[config.mk]
export PLATFORM = sky130hd
export DESIGN_NAME = univ_shift_reg
export DESIGN_NICKNAME = d
export VERILOG_FILES = /design/src/rtl/shift_pkg.sv /design/src/rtl/usr_bit_cell.sv /design/src/rtl/univ_shift_reg.sv
export SDC_FILE = /design/constraint.sdc
export NUM_CORES = 1
export LEC_CHECK = 0
export ABC_AREA = 1
export BUFFER_PORTS_ARGS = -buffer_cell sky130_fd_sc_hd__buf_2
export CAP_MARGIN = 0
export CORE_ASPECT_RATIO = 0.6
export CORE_MARGIN = 3
export CORE_UTILIZATION = 46
export DETAILED_ROUTE_END_ITERATION = 8
export PLACE_DENSITY_LB_ADDON = 0.12
export SLEW_MARGIN = 20
export SYNTH_ARGS = -nofsm -noshare
export SYNTH_HDL_FRONTEND = slang
export SYNTH_HIERARCHICAL = 1
export SYNTH_SLANG_ARGS = --single-unit
[constraint.sdc]
create_clock -name clk -period 1.09 [get_ports clk]
set_input_delay 0.218 -clock clk [delete_from_list [all_inputs] [get_ports clk]]
set_output_delay 0.218 -clock clk [all_outputs]
set_load 0.01 [all_outputs]
[src/rtl/shift_pkg.sv]
// Shared definitions for the universal shift register: operation encoding.
package shift_pkg;

    typedef enum logic [1:0] {
        MODE_HOLD = 2'b00,
        MODE_SHR  = 2'b01,
        MODE_SHL  = 2'b10,
        MODE_LOAD = 2'b11
    } mode_t;

    function automatic logic is_shift(input mode_t m);
        return (m == MODE_SHR) || (m == MODE_SHL);
    endfunction

endpackage

[src/rtl/usr_bit_cell.sv]
// One bit of the universal shift register: 4:1 next-state mux feeding a flop
// with async reset, synchronous clear and enable.
module usr_bit_cell
    import shift_pkg::*;
#(
    parameter logic RESET_BIT = 1'b0
) (
    input  logic  clk,
    input  logic  rst,
    input  logic  clr,
    input  logic  en,
    input  mode_t sel,
    input  logic  from_left,   // bit above (i+1), taken on SHR
    input  logic  from_right,  // bit below (i-1), taken on SHL
    input  logic  pin_bit,
    output logic  q
);

    logic d;

    always_comb begin
        d = q;
        case (sel)
            MODE_HOLD: d = q;
            MODE_SHR:  d = from_left;
            MODE_SHL:  d = from_right;
            MODE_LOAD: d = pin_bit;
            default:   d = q;
        endcase
    end

    always_ff @(posedge clk or posedge rst) begin
        if (rst) begin
            q <= RESET_BIT;
        end else if (clr) begin
            q <= RESET_BIT;
        end else if (en) begin
            q <= d;
        end
    end

endmodule

[src/rtl/univ_shift_reg.sv]
// Universal shift register: hold / shift right / shift left / parallel load,
// optional rotate, with a saturating count of shifts since the last load/clear.
module univ_shift_reg
    import shift_pkg::*;
#(
    parameter int unsigned          WIDTH     = 8,
    parameter logic [WIDTH-1:0]     RESET_VAL = '0
) (
    input  logic                       clk,
    input  logic                       rst,
    input  logic                       en,
    input  logic                       clr,
    input  logic [1:0]                 mode,
    input  logic                       rotate,
    input  logic                       sin_r,
    input  logic                       sin_l,
    input  logic [WIDTH-1:0]           pin,
    output logic [WIDTH-1:0]           q,
    output logic                       sout_r,
    output logic                       sout_l,
    output logic [$clog2(WIDTH+1)-1:0] shift_cnt,
    output logic                       done
);

    localparam int unsigned       CW      = $clog2(WIDTH + 1);
    localparam logic [CW-1:0]     CNT_MAX = CW'(WIDTH);

    mode_t op;
    logic  msb_in;
    logic  lsb_in;

    assign op     = mode_t'(mode);
    assign msb_in = rotate ? q[0]       : sin_r;
    assign lsb_in = rotate ? q[WIDTH-1] : sin_l;

    for (genvar i = 0; i < WIDTH; i++) begin : g_bit
        logic from_left;
        logic from_right;

        if (i == WIDTH - 1) begin : g_top
            assign from_left = msb_in;
        end else begin : g_inner_l
            assign from_left = q[i+1];
        end

        if (i == 0) begin : g_bottom
            assign from_right = lsb_in;
        end else begin : g_inner_r
            assign from_right = q[i-1];
        end

        usr_bit_cell #(
            .RESET_BIT (RESET_VAL[i])
        ) u_cell (
            .clk        (clk),
            .rst        (rst),
            .clr        (clr),
            .en         (en),
            .sel        (op),
            .from_left  (from_left),
            .from_right (from_right),
            .pin_bit    (pin[i]),
            .q          (q[i])
        );
    end

    always_ff @(posedge clk or posedge rst) begin
        if (rst) begin
            shift_cnt <= '0;
        end else if (clr) begin
            shift_cnt <= '0;
        end else if (en) begin
            if (op == MODE_LOAD) begin
                shift_cnt <= '0;
            end else if (is_shift(op) && (shift_cnt != CNT_MAX)) begin
                shift_cnt <= shift_cnt + CW'(1);
            end
        end
    end

    assign done   = (shift_cnt == CNT_MAX);
    assign sout_r = q[0];
    assign sout_l = q[WIDTH-1];

endmodule
==> summary.md, run 1 <==
| Metric | Value |
|---|---|
| Vias | `1294` |
| Crit path launch type | `flop` |
| Final ANT Viol Nets | `0` |
| Leak pwr | `0.000997 uW` |
| Gr usage total | `0.234` |
| WP data required | `0.87 ns` |
| Most area-consuming cells after synthesis | `dfrtp_1 (27%), nand2_1 (17%), inv_1 (16%)` |
| Synth top area share | `0.265` |
| Rows | `13` |
| Hold Worst Slack | `0.330 ns` |
| Worst vdd ir | `0.699 mV` |
| Total grt overflow | `0` |
| Clock skew | `0.00231 ns` |
| Outcome | `finished with violations` |
| Failing checks | `negative setup slack` |
| Die area | `3110 um^2` |
| Fin crit share | `1.19` |
| Mean post-synth cell area | `5.98 um^2` |
| Initial DRC Count | `97` |
| CP Class | `flop to output pin` |
| Final Hold Viols | `0` |
| Detailed Place HPWL | `2.41 mm` |
| Register area | `303 um^2` |
| Final Slew Violations | `0` |
| Post-DP Area | `1360 um^2` |
| RSZ-0062 raised after global routing | `true` |
| Fin crit period | `1.30 ns` |
| Chip width | `70.0 um` |
| Leading area contributor after synthesis | `dfrtp_1` |
| Cells after synthesis | `189` |
| CORE AREA | `2240 um^2` |
| Vias in the first global route | `1276` |
| Reg clk slew, reported paths | `0.06 ns` |
| Flop and latch count out of synthesis | `12` |
| Vias per inst | `4.83` |
| Drt pass-1 iters | `5` |
| I/O Buffers | `31` |
| I/O pin cnt | `32` |
| Worst-Skew Late Latency | `0.24 ns` |
| CP arrival | `1.08 ns` |
| Max FO, Critical Path | `2` |
| Commonest non-fill, non-tap cell in the layout | `nand2_1` |
| Power density cells | `937 nW/um^2` |
| Placer Congestion | `0.842` |
| FILL cells | `194` |
| Most frequent cells in the layout | `nand2_1 (46), inv_1 (45), buf_2 (24)` |
| Max-slew headroom | `0.847` |
| Multi-input logic area | `667 um^2` |
| Setup TNS | `-1.02 ns` |
| Final setup violating endpoints | `11` |
| CTS sink count | `12` |
| Hold Crit Class | `primary input to flop` |
| Yosys synthesis warning count | `6` |
| Post-Syn Nets | `209` |
| CTS Root Cell | `clkbuf_8` |
| WL/cell | `12.9 um` |
| Die Y-Extent | `44.4 um` |
| CTS tree | `done` |
| Final WL | `3.46 mm` |
| CTS max path bufs | `2` |
| Post-synth cell types | `18` |
| First-pass GRT wire length | `5.62 mm` |
| Actual slew at the worst max-slew pin | `0.230 ns` |
| Post-synthesis sequential area ratio | `0.265` |
| Crit end category | `output pin` |
| Htree depth | `1` |
| Final Instance Area | `1630 um^2` |
| DRC violations left | `0` |
| Fmax | `0.771 GHz` |
| Ant. Diodes | `0` |
| Post-Syn Area | `1130 um^2` |
| Pin count of the biggest net entering global routing | `23` |
| Initial Util | `0.504` |
| MaxCap Viol Count | `0` |
| Antenna violations before repair | `0` |
| Fraction of layout cells with a size suffix above 1 | `0.361` |
| Fin worst setup slack | `-0.207 ns` |
| Layout Nets | `259` |
| Number of buffers created by CTS | `3` |
| Layout area overhead | `44.0%` |
==> sequential cells by signal, summed over array words and instances (netlist names) <==
signal,flops
shift_cnt,4
g_bit.u_cell/q,8
==> worst max-delay path, cell delays in order (launching register included) <==
cell and delay [ns]:
dfrtp_2 0.41, inv_2 0.07, ha_4 0.13, nand3_4 0.07, inv_2 0.06, buf_6 0.09
==> cell families (layout without fill, tap and decap cells) <==
kind of cell | after synthesis | after routing | synth area share
AO/OA/AOI/OAI | 9 | 9 | 0.0398
XOR/XNOR | 1 | 1 | 0.00774
adder cells (fa/ha/maj) | 3 | 3 | 0.0332
buffers and inverters | 58 | 107 | 0.219
flip-flops | 12 | 12 | 0.265
multiplexers | 2 | 2 | 0.0199
AND/OR/NAND/NOR | 104 | 104 | 0.415
==> cell usage after synthesis (all sizes together) <==
cell type	count
nand3	28
clkinv	1
nor2	18
nand4	1
dfrtp	12
nand3b	1
nand2	56
a21oi	1
o21ai	8
xnor2	1
inv	49
buf	8
ha	3
mux2	2
==> per-layer routing <==
| layer | vias up | wire length [um] | global-route usage |
|---|---|---|---|
| met5 | - | 0 | 0 |
| met4 | 0 | 34 | 0.0534 |
| met3 | 4 | 312 | 0.0590 |
| met2 | 52 | 1500 | 0.385 |
| met1 | 582 | 1610 | 0.315 |
| li1 | 656 | - | - |
==> through the flow <==
step	total power (uW)	util	setup WS [ns]	cells
final	1530	0.726	-0.207	268
after global placement	945	0.605	-0.0269	254
after global routing	1630	0.726	-0.243	268
after detailed placement	963	0.605	-0.0628	254
after floorplan	784	-	-0.0206	189
after CTS	1480	0.685	-0.215	265
==> report_power, final <==
group	switching, uW	total (uW)	internal (uW)	leakage [uW]
Sequential	32.7	514	482	0.000157
Clock	176	434	259	0.0000228
Combinational	311	578	267	0.000817
==> final timing paths <==
check / from / cells past startpoint / endpoint / slack, ns
max: shift_cnt[0] / 5 / done / -0.21
min: pin[2] / 5 / g_bit[2].u_cell/q / 0.33
max reg2reg: shift_cnt[0] / 9 / shift_cnt[3] / -0.12
min reg2reg: shift_cnt[1] / 3 / shift_cnt[1] / 0.61
max in group asynchronous: rst / 3 / shift_cnt[3] / 0.39
min in group asynchronous: rst / 3 / g_bit[3].u_cell/q / 0.46
==> area by class of cell <==
cell class	instances	share of cell area
Sequential cell	12	0.186
Multi-Input combinational cell	119	0.409
Clock buffer	4	0.0276
Tap cell	30	0.0230
Inverter	50	0.115
Timing Repair Buffer	53	0.239
==> timing repair <==
action | 4_1_cts | 5_1_grt
buffers inserted | 6 | 5
pin swaps | 2 | 16
endpoints found under the setup margin | 12 | 17
gates resized for setup | 15 | 25
hold buffers | 1 | 0
gates cloned | 0 | 0
hold endpoints to repair | 12 | 0
Power figures use the tool's default switching activity.
==> inputs of run 2 (changes only) <==
--- a/config.mk
+++ b/config.mk
@@ -5,12 +5,11 @@
 export SDC_FILE = /design/constraint.sdc
 export NUM_CORES = 1
 export LEC_CHECK = 0
-export ABC_AREA = 1
 export BUFFER_PORTS_ARGS = -buffer_cell sky130_fd_sc_hd__buf_2
 export CAP_MARGIN = 0
 export CORE_ASPECT_RATIO = 0.6
 export CORE_MARGIN = 3
-export CORE_UTILIZATION = 46
+export CORE_UTILIZATION = 45
 export DETAILED_ROUTE_END_ITERATION = 8
 export PLACE_DENSITY_LB_ADDON = 0.12
 export SLEW_MARGIN = 20
==> summary.md, run 2 <==
| Metric | Value |
|---|---|
| Max FO, Critical Path | `4 (+2)` |
| CTS max path bufs | `2 (unchanged)` |
| Fraction of layout cells with a size suffix above 1 | `0.545 (+0.184)` |
| CTS Root Cell | `clkbuf_8` |
| Fmax | `0.724 GHz (-6.1%)` |
| CP Class | `flop to output pin` |
| I/O pin cnt | `32 (unchanged)` |
| Most common cell in the synthesized netlist | `inv_1` |
| Cells after synthesis | `106 (-44%)` |
| Actual slew at the worst max-slew pin | `0.381 ns (+0.151 ns)` |
| WP data required | `0.87 ns (about the same)` |
| Detailed Place HPWL | `1.95 mm (-19%)` |
| Vias in the first global route | `960 (-25%)` |
| Initial Util | `0.506 (+0.00241)` |
| Final Hold Viols | `0 (unchanged)` |
| Setup TNS | `-1.97 ns (-0.958 ns)` |
| Antenna violations before repair | `0 (unchanged)` |
| Most area-consuming cells after synthesis | `dfrtp_1 (30%), and4bb_1 (10%), a311o_1 (8.0%)` |
| Outcome | `finished with violations` |
| Post-synth ARST share | `1.00 (unchanged)` |
| Clock skew | `0.00100 ns (-0.00131 ns)` |
| Power density cells | `984 nW/um^2 (+5.0%)` |
| Fin crit share | `1.27 (+0.0770)` |
| Leading area contributor after synthesis | `dfrtp_1` |
| Crit path launch type | `flop` |
| CP arrival | `1.16 ns (+0.08 ns)` |
| CTS tree | `done` |
| Synth top cells by count | `inv_1 (20), dfrtp_1 (12), o21ai_0 (11)` |
| Vias per inst | `5.47 (+13%)` |
| Final Slew Violations | `0 (unchanged)` |
| Initial DRC Count | `106 (+9.3%)` |
| Die area | `2850 um^2 (-8.3%)` |
| Synth top area share | `0.299 (+0.0338)` |
| Layout Nets | `175 (-32%)` |
| Placer Congestion | `0.824 (-2.1%)` |
| DRC violations left | `0 (unchanged)` |
| Worst vdd ir | `0.537 mV (-23%)` |
| Post-synth EDFFs | `0 (unchanged)` |
| Final setup violating endpoints | `14 (+3)` |
| Post-DP Area | `1270 um^2 (-6.7%)` |
| Vias | `996 (-23%)` |
| Reg with most FFs | `g_bit.u_cell/q` |
| Number of buffers created by CTS | `3 (unchanged)` |
| MaxCap Viol Count | `0 (unchanged)` |
| Layout area overhead | `46.8%` |
| Final ANT Viol Nets | `0 (unchanged)` |
| CORE AREA | `1980 um^2 (-12%)` |
| Hold Crit Class | `primary input to flop` |
| Worst slack, placed | `-0.249 ns (-0.186 ns)` |
| Post-Syn Area | `1000 um^2 (-11%)` |
| Chip width | `67.0 um (-4.4%)` |
| Fin worst setup slack | `-0.291 ns (-0.0840 ns)` |
| Most frequent cells in the layout | `buf_2 (26), inv_1 (18), buf_4 (16)` |
| Top Registers | `g_bit.u_cell/q: 8 flops, shift_cnt: 4 flops` |
| Worst-Skew Late Latency | `0.24 ns (about the same)` |
| Gr usage total | `0.213 (-0.0208)` |
| Rows | `12 (-1)` |
| Most used DFF post-synth | `dfrtp_1` |
| Post-synth cell types | `24 (+6)` |
| Final Instance Area | `1470 um^2 (-9.6%)` |
| RSZ-0062 raised after global routing | `true` |
| Max-slew headroom | `0.746 (-0.101)` |
| FILL cells | `143 (-26%)` |
| Total grt overflow | `0 (unchanged)` |
| Flop and latch count out of synthesis | `12 (unchanged)` |
| Met2 wire length | `1.42 mm (-5.3%)` |
| First-pass GRT wire length | `4.57 mm (-19%)` |
| Met1 wire length | `1.35 mm (-16%)` |
| Pin count of the biggest net entering global routing | `25 (+8.7%)` |
| Post-Syn Nets | `126 (-40%)` |
| Leak pwr | `0.000727 uW (-27%)` |
| Fin crit period | `1.38 ns (+0.0840 ns)` |
| Max reg flops | `8 (unchanged)` |
| Htree depth | `1 (unchanged)` |
| I/O Buffers | `31 (unchanged)` |
| Met3 wire len | `143 um (-54%)` |
| Failing checks | `negative setup slack` |
| Mean post-synth cell area | `9.47 um^2 (+58%)` |
| CTS sink count | `12 (unchanged)` |
| Commonest non-fill, non-tap cell in the layout | `buf_2` |
| WL/cell | `16.1 um (+25%)` |
| Uppermost routed layer | `met4` |
| Final WL | `2.93 mm (-15%)` |
| Drt pass-1 iters | `5 (unchanged)` |
| Ant. Diodes | `0 (unchanged)` |
| Yosys synthesis warning count | `6 (unchanged)` |
| Crit end category | `output pin` |
| Reg clk slew, reported paths | `0.06 ns (about the same)` |
| Die Y-Extent | `42.6 um (-4.1%)` |
| Post-synthesis sequential area ratio | `0.299 (+0.0338)` |
[run 2: cell types whose count changed after synthesis, moves of 17 or more]
cell / before / now
inv_1: 49 / 20
nor2_1: 17 / 0
nand3_1: 27 / 1
nand2_1: 52 / 1
[run 2: final timing paths]
path	start	to	slack, ns	depth (start not counted)
worst max-delay path	shift_cnt[0]	shift_cnt[0]	-0.29	4
worst min-delay path	clr	shift_cnt[3]	0.32	2
worst max register to register	shift_cnt[0]	shift_cnt[2]	-0.26	5
worst min register to register	g_bit[1].u_cell/q	g_bit[1].u_cell/q	0.56	2
max in group asynchronous	rst	shift_cnt[2]	0.38	3
min in group asynchronous	rst	g_bit[7].u_cell/q	0.45	3
[run 2: metal layers]
metal,track usage,vias to the layer above
li1,-,485
met1,0.291,479
met2,0.333,30
met3,0.0509,2
met4,0.0565,0
met5,0,-
[run 2: cells by family (layout without fill, tap and decap cells)]
group / Yosys count / in the layout / share of synthesized area
AOI/OAI and AO/OA: 34 / 34 / 0.251
adders and majority gates: 3 / 3 / 0.0374
buffers and inverters: 29 / 77 / 0.138
DFF: 12 / 12 / 0.299
muxes: 10 / 10 / 0.102
and+or+nand+nor: 18 / 18 / 0.172
[run 2: through the flow]
step                total power (uW)  std cells   util  hold WS, ns
global placement                 865        169  0.639        0.146
detailed placement               877        169  0.639        0.154
global route                    1520        182  0.743        0.327
CTS                             1440        180  0.722        0.314
floorplan                        725        106      -      -0.0533
finish                          1450        182  0.743        0.317
[run 2: final cells by class]
type	count	area, um^2	area share
Inverter	21	78.8	0.0535
Timing Repair Buffer	52	362	0.246
Sequential cell	12	304	0.206
Clock buffer	4	55.1	0.0374
Tap cell	28	35.0	0.0238
Multi-Input combinational cell	65	638	0.433
[run 2: worst max-delay path: stages (launching register included)]
cell,delay [ns]
dfrtp_2,0.41
buf_4,0.14
buf_6,0.12
buf_4,0.13
buf_6,0.12
[run 2: timing repair]
item                                    CTS  global route
pin swaps                                16             9
gates resized for setup                  11             6
buffers inserted                          6             2
hold buffers                              1             0
endpoints found under the setup margin   18            19
endpoints found under the hold margin    12             0
[run 2: power by group]
group	internal [uW]	leakage, uW	total (uW)	switching [uW]
sequential	474	0.000156	501	27.2
clock	320	0.0000288	502	182
combinational	233	0.000543	446	213
total	1030	0.000727	1450	422
==> inputs of run 3 (changes only) <==
--- a/config.mk
+++ b/config.mk
@@ -5,7 +5,7 @@
 export SDC_FILE = /design/constraint.sdc
 export NUM_CORES = 1
 export LEC_CHECK = 0
-export BUFFER_PORTS_ARGS = -buffer_cell sky130_fd_sc_hd__buf_2
+export BUFFER_PORTS_ARGS = -buffer_cell sky130_fd_sc_hd__buf_4
 export CAP_MARGIN = 0
 export CORE_ASPECT_RATIO = 0.6
 export CORE_MARGIN = 3
==> summary.md, run 3 (synthesized netlist as in run 2, its figures left out) <==
| Metric | Value |
|---|---|
| Outcome | `finished with violations` |
| Failing checks | `negative setup slack` |
| CTS sink count | `12 (unchanged)` |
| Ant. Diodes | `0 (unchanged)` |
| Final ANT Viol Nets | `0 (unchanged)` |
| Crit end category | `output pin` |
| Placer Congestion | `0.814 (-1.2%)` |
| Vias in the first global route | `1096 (+14%)` |
| Setup TNS | `-2.21 ns (-0.239 ns)` |
| Power density cells | `900 nW/um^2 (-8.5%)` |
| Initial Util | `0.506 (unchanged)` |
| DRC violations left | `0 (unchanged)` |
| Final core occ | `0.859 (+0.116)` |
| Sw frac | `0.288 (-0.00342)` |
| Reg with most FFs | `g_bit.u_cell/q` |
| Reg clk slew, reported paths | `0.06 ns (about the same)` |
| CP Class | `flop to output pin` |
| Combinational fraction of design power | `0.350 (+0.042)` |
| Fin crit period | `1.45 ns (+0.0705 ns)` |
| Reg2reg end | `shift_cnt[0]` |
| Chip width | `67.0 um (unchanged)` |
| Fraction of layout cells with a size suffix above 1 | `0.592 (+0.0463)` |
| Antenna violations before repair | `0 (unchanged)` |
| Die area | `2850 um^2 (unchanged)` |
| CTS Root Cell | `clkbuf_8` |
| Clk network pwr share | `0.321 (-0.025)` |
| Initial DRC Count | `115 (+8.5%)` |
| Die Y-Extent | `42.6 um (unchanged)` |
| I/O Buffers | `31 (unchanged)` |
| Drt pass-1 iters | `4 (-1)` |
| CTS max path bufs | `2 (unchanged)` |
| CP arrival | `1.23 ns (+0.07 ns)` |
| Fmax | `0.689 GHz (-4.9%)` |
| Clock skew | `0.000782 ns (-0.000221 ns)` |
| Number of buffers created by CTS | `3 (unchanged)` |
| Fin crit share | `1.33 (+0.0646)` |
| First-pass GRT wire length | `5.31 mm (+16%)` |
| Gr usage total | `0.249 (+0.0359)` |
| Max FO, Critical Path | `2 (-2)` |
| MaxCap Viol Count | `0 (unchanged)` |
| Commonest non-fill, non-tap cell in the layout | `buf_4` |
| Vias | `1127 (+13%)` |
| Final setup violating endpoints | `21 (+7)` |
| Max-slew headroom | `0.814 (+0.0687)` |
| Hold Crit Class | `primary input to flop` |
| Worst-path cell chain | `inv_2 > ha_4 > nand3b_1 > inv_1 > buf_4` |
| Most frequent cells in the layout | `buf_4 (47), buf_6 (19), inv_1 (18)` |
| Fin worst setup slack | `-0.361 ns (-0.0705 ns)` |
| Total grt overflow | `0 (unchanged)` |
| Crit path launch type | `flop` |
| CORE AREA | `1980 um^2 (unchanged)` |
| R2r setup slk | `-0.23 ns (+0.03 ns)` |
| RSZ-0062 raised after global routing | `true` |
| Seq pwr share | `0.329 (-0.017)` |
| Top Registers | `g_bit.u_cell/q: 8 flops, shift_cnt: 4 flops` |
| Max reg flops | `8 (unchanged)` |
| WP data required | `0.87 ns (about the same)` |
| I/O pin cnt | `32 (unchanged)` |
| Leak pwr | `0.000834 uW (+15%)` |
| Final Hold Viols | `0 (unchanged)` |
| Layout area overhead | `69.6%` |
| Pin count of the biggest net entering global routing | `24 (-4.0%)` |
| Actual slew at the worst max-slew pin | `0.275 ns (-0.106 ns)` |
| Hold Startpoint | `clr` |
| Worst r2r src | `shift_cnt[0]` |
| Psw | `441 uW (+4.5%)` |
| CP peak stage delay | `0.42 ns (about the same)` |
| CTS tree | `done` |
| FILL cells | `103 (-28%)` |
| WL/cell | `18.4 um (+14%)` |
| P_int | `1090 uW (+6.2%)` |
| Final Slew Violations | `0 (unchanged)` |
| Worst vdd ir | `0.603 mV (+12%)` |
| Vias per inst | `5.72 (+4.5%)` |
| Detailed Place HPWL | `2.12 mm (+8.3%)` |
| Htree depth | `1 (unchanged)` |
| Critical path origin | `shift_cnt[0]` |
| Reg2reg path depth | `7 (+2)` |
| Worst path slowest cell | `dfrtp_2` |
| Rows | `12 (unchanged)` |
| Worst Setup EP | `done` |
| Layout Nets | `190 (+8.6%)` |
| Worst-Skew Late Latency | `0.24 ns (about the same)` |
| Final WL | `3.63 mm (+24%)` |
==> run 3: metrics by stage <==
stage,hold slack [ns],instances,power [uW],setup slack (ns),cell area (um^2)
2_1_floorplan,-0.0533,106,725,-0.0941,1050
4_1_cts,0.249,194,1510,-0.231,1650
6_report,0.240,197,1530,-0.361,1700
3_5_place_dp,0.127,177,935,-0.268,1400
3_3_place_gp,0.121,177,921,-0.231,1400
5_1_grt,0.245,197,1610,-0.439,1700
==> run 3: cell type report <==
| class | count | area, um^2 | area share |
|---|---|---|---|
| Sequential cell | 12 | 304 | 0.179 |
| Multi-Input combinational cell | 65 | 652 | 0.383 |
| Inverter | 21 | 78.8 | 0.0463 |
| Timing Repair Buffer | 67 | 577 | 0.339 |
| Tap cell | 28 | 35.0 | 0.0206 |
| Clock buffer | 4 | 55.1 | 0.0324 |
==> run 3: power groups by stage <==
stage	Sequential (uW)	Clock (uW)	Combinational, uW
global route	508	527	570
floorplan	511	0	214
detailed placement	512	0	424
global placement	511	0	410
CTS	501	500	504
finish	504	492	536
==> run 3: worst min path at each step <==
stage | end | slack, ns | cells past startpoint
finish | shift_cnt[3] | 0.24 | 2
global route | shift_cnt[3] | 0.24 | 2
CTS | shift_cnt[2] | 0.25 | 2
detailed placement | g_bit[5].u_cell/q | 0.13 | 2
global placement | g_bit[5].u_cell/q | 0.12 | 2
floorplan | g_bit[0].u_cell/q | -0.05 | 1
==> run 3: worst max-delay path, delay by kind of cell (launching register included) <==
family / cells / cell delay, ns
adders and majority gates: 1 / 0.14
buffers and inverters: 3 / 0.31
DFF: 1 / 0.42
and+or+nand+nor: 1 / 0.12
==> run 3: metal layers <==
metal | share of wire | vias up | track usage
li1 | - | 514 | -
met1 | 0.46 | 555 | 0.356
met5 | 0 | - | 0
met4 | 0.017 | 0 | 0.0484
met2 | 0.47 | 50 | 0.380
met3 | 0.058 | 8 | 0.0590
==> run 3: repair_timing <==
action,in CTS,in global routing
hold buffers,1,0
pin swaps,21,7
resized for setup,22,8
setup buffers,12,4
endpoints found under the hold margin,12,0
setup endpoints to repair,24,24
gates cloned,0,0
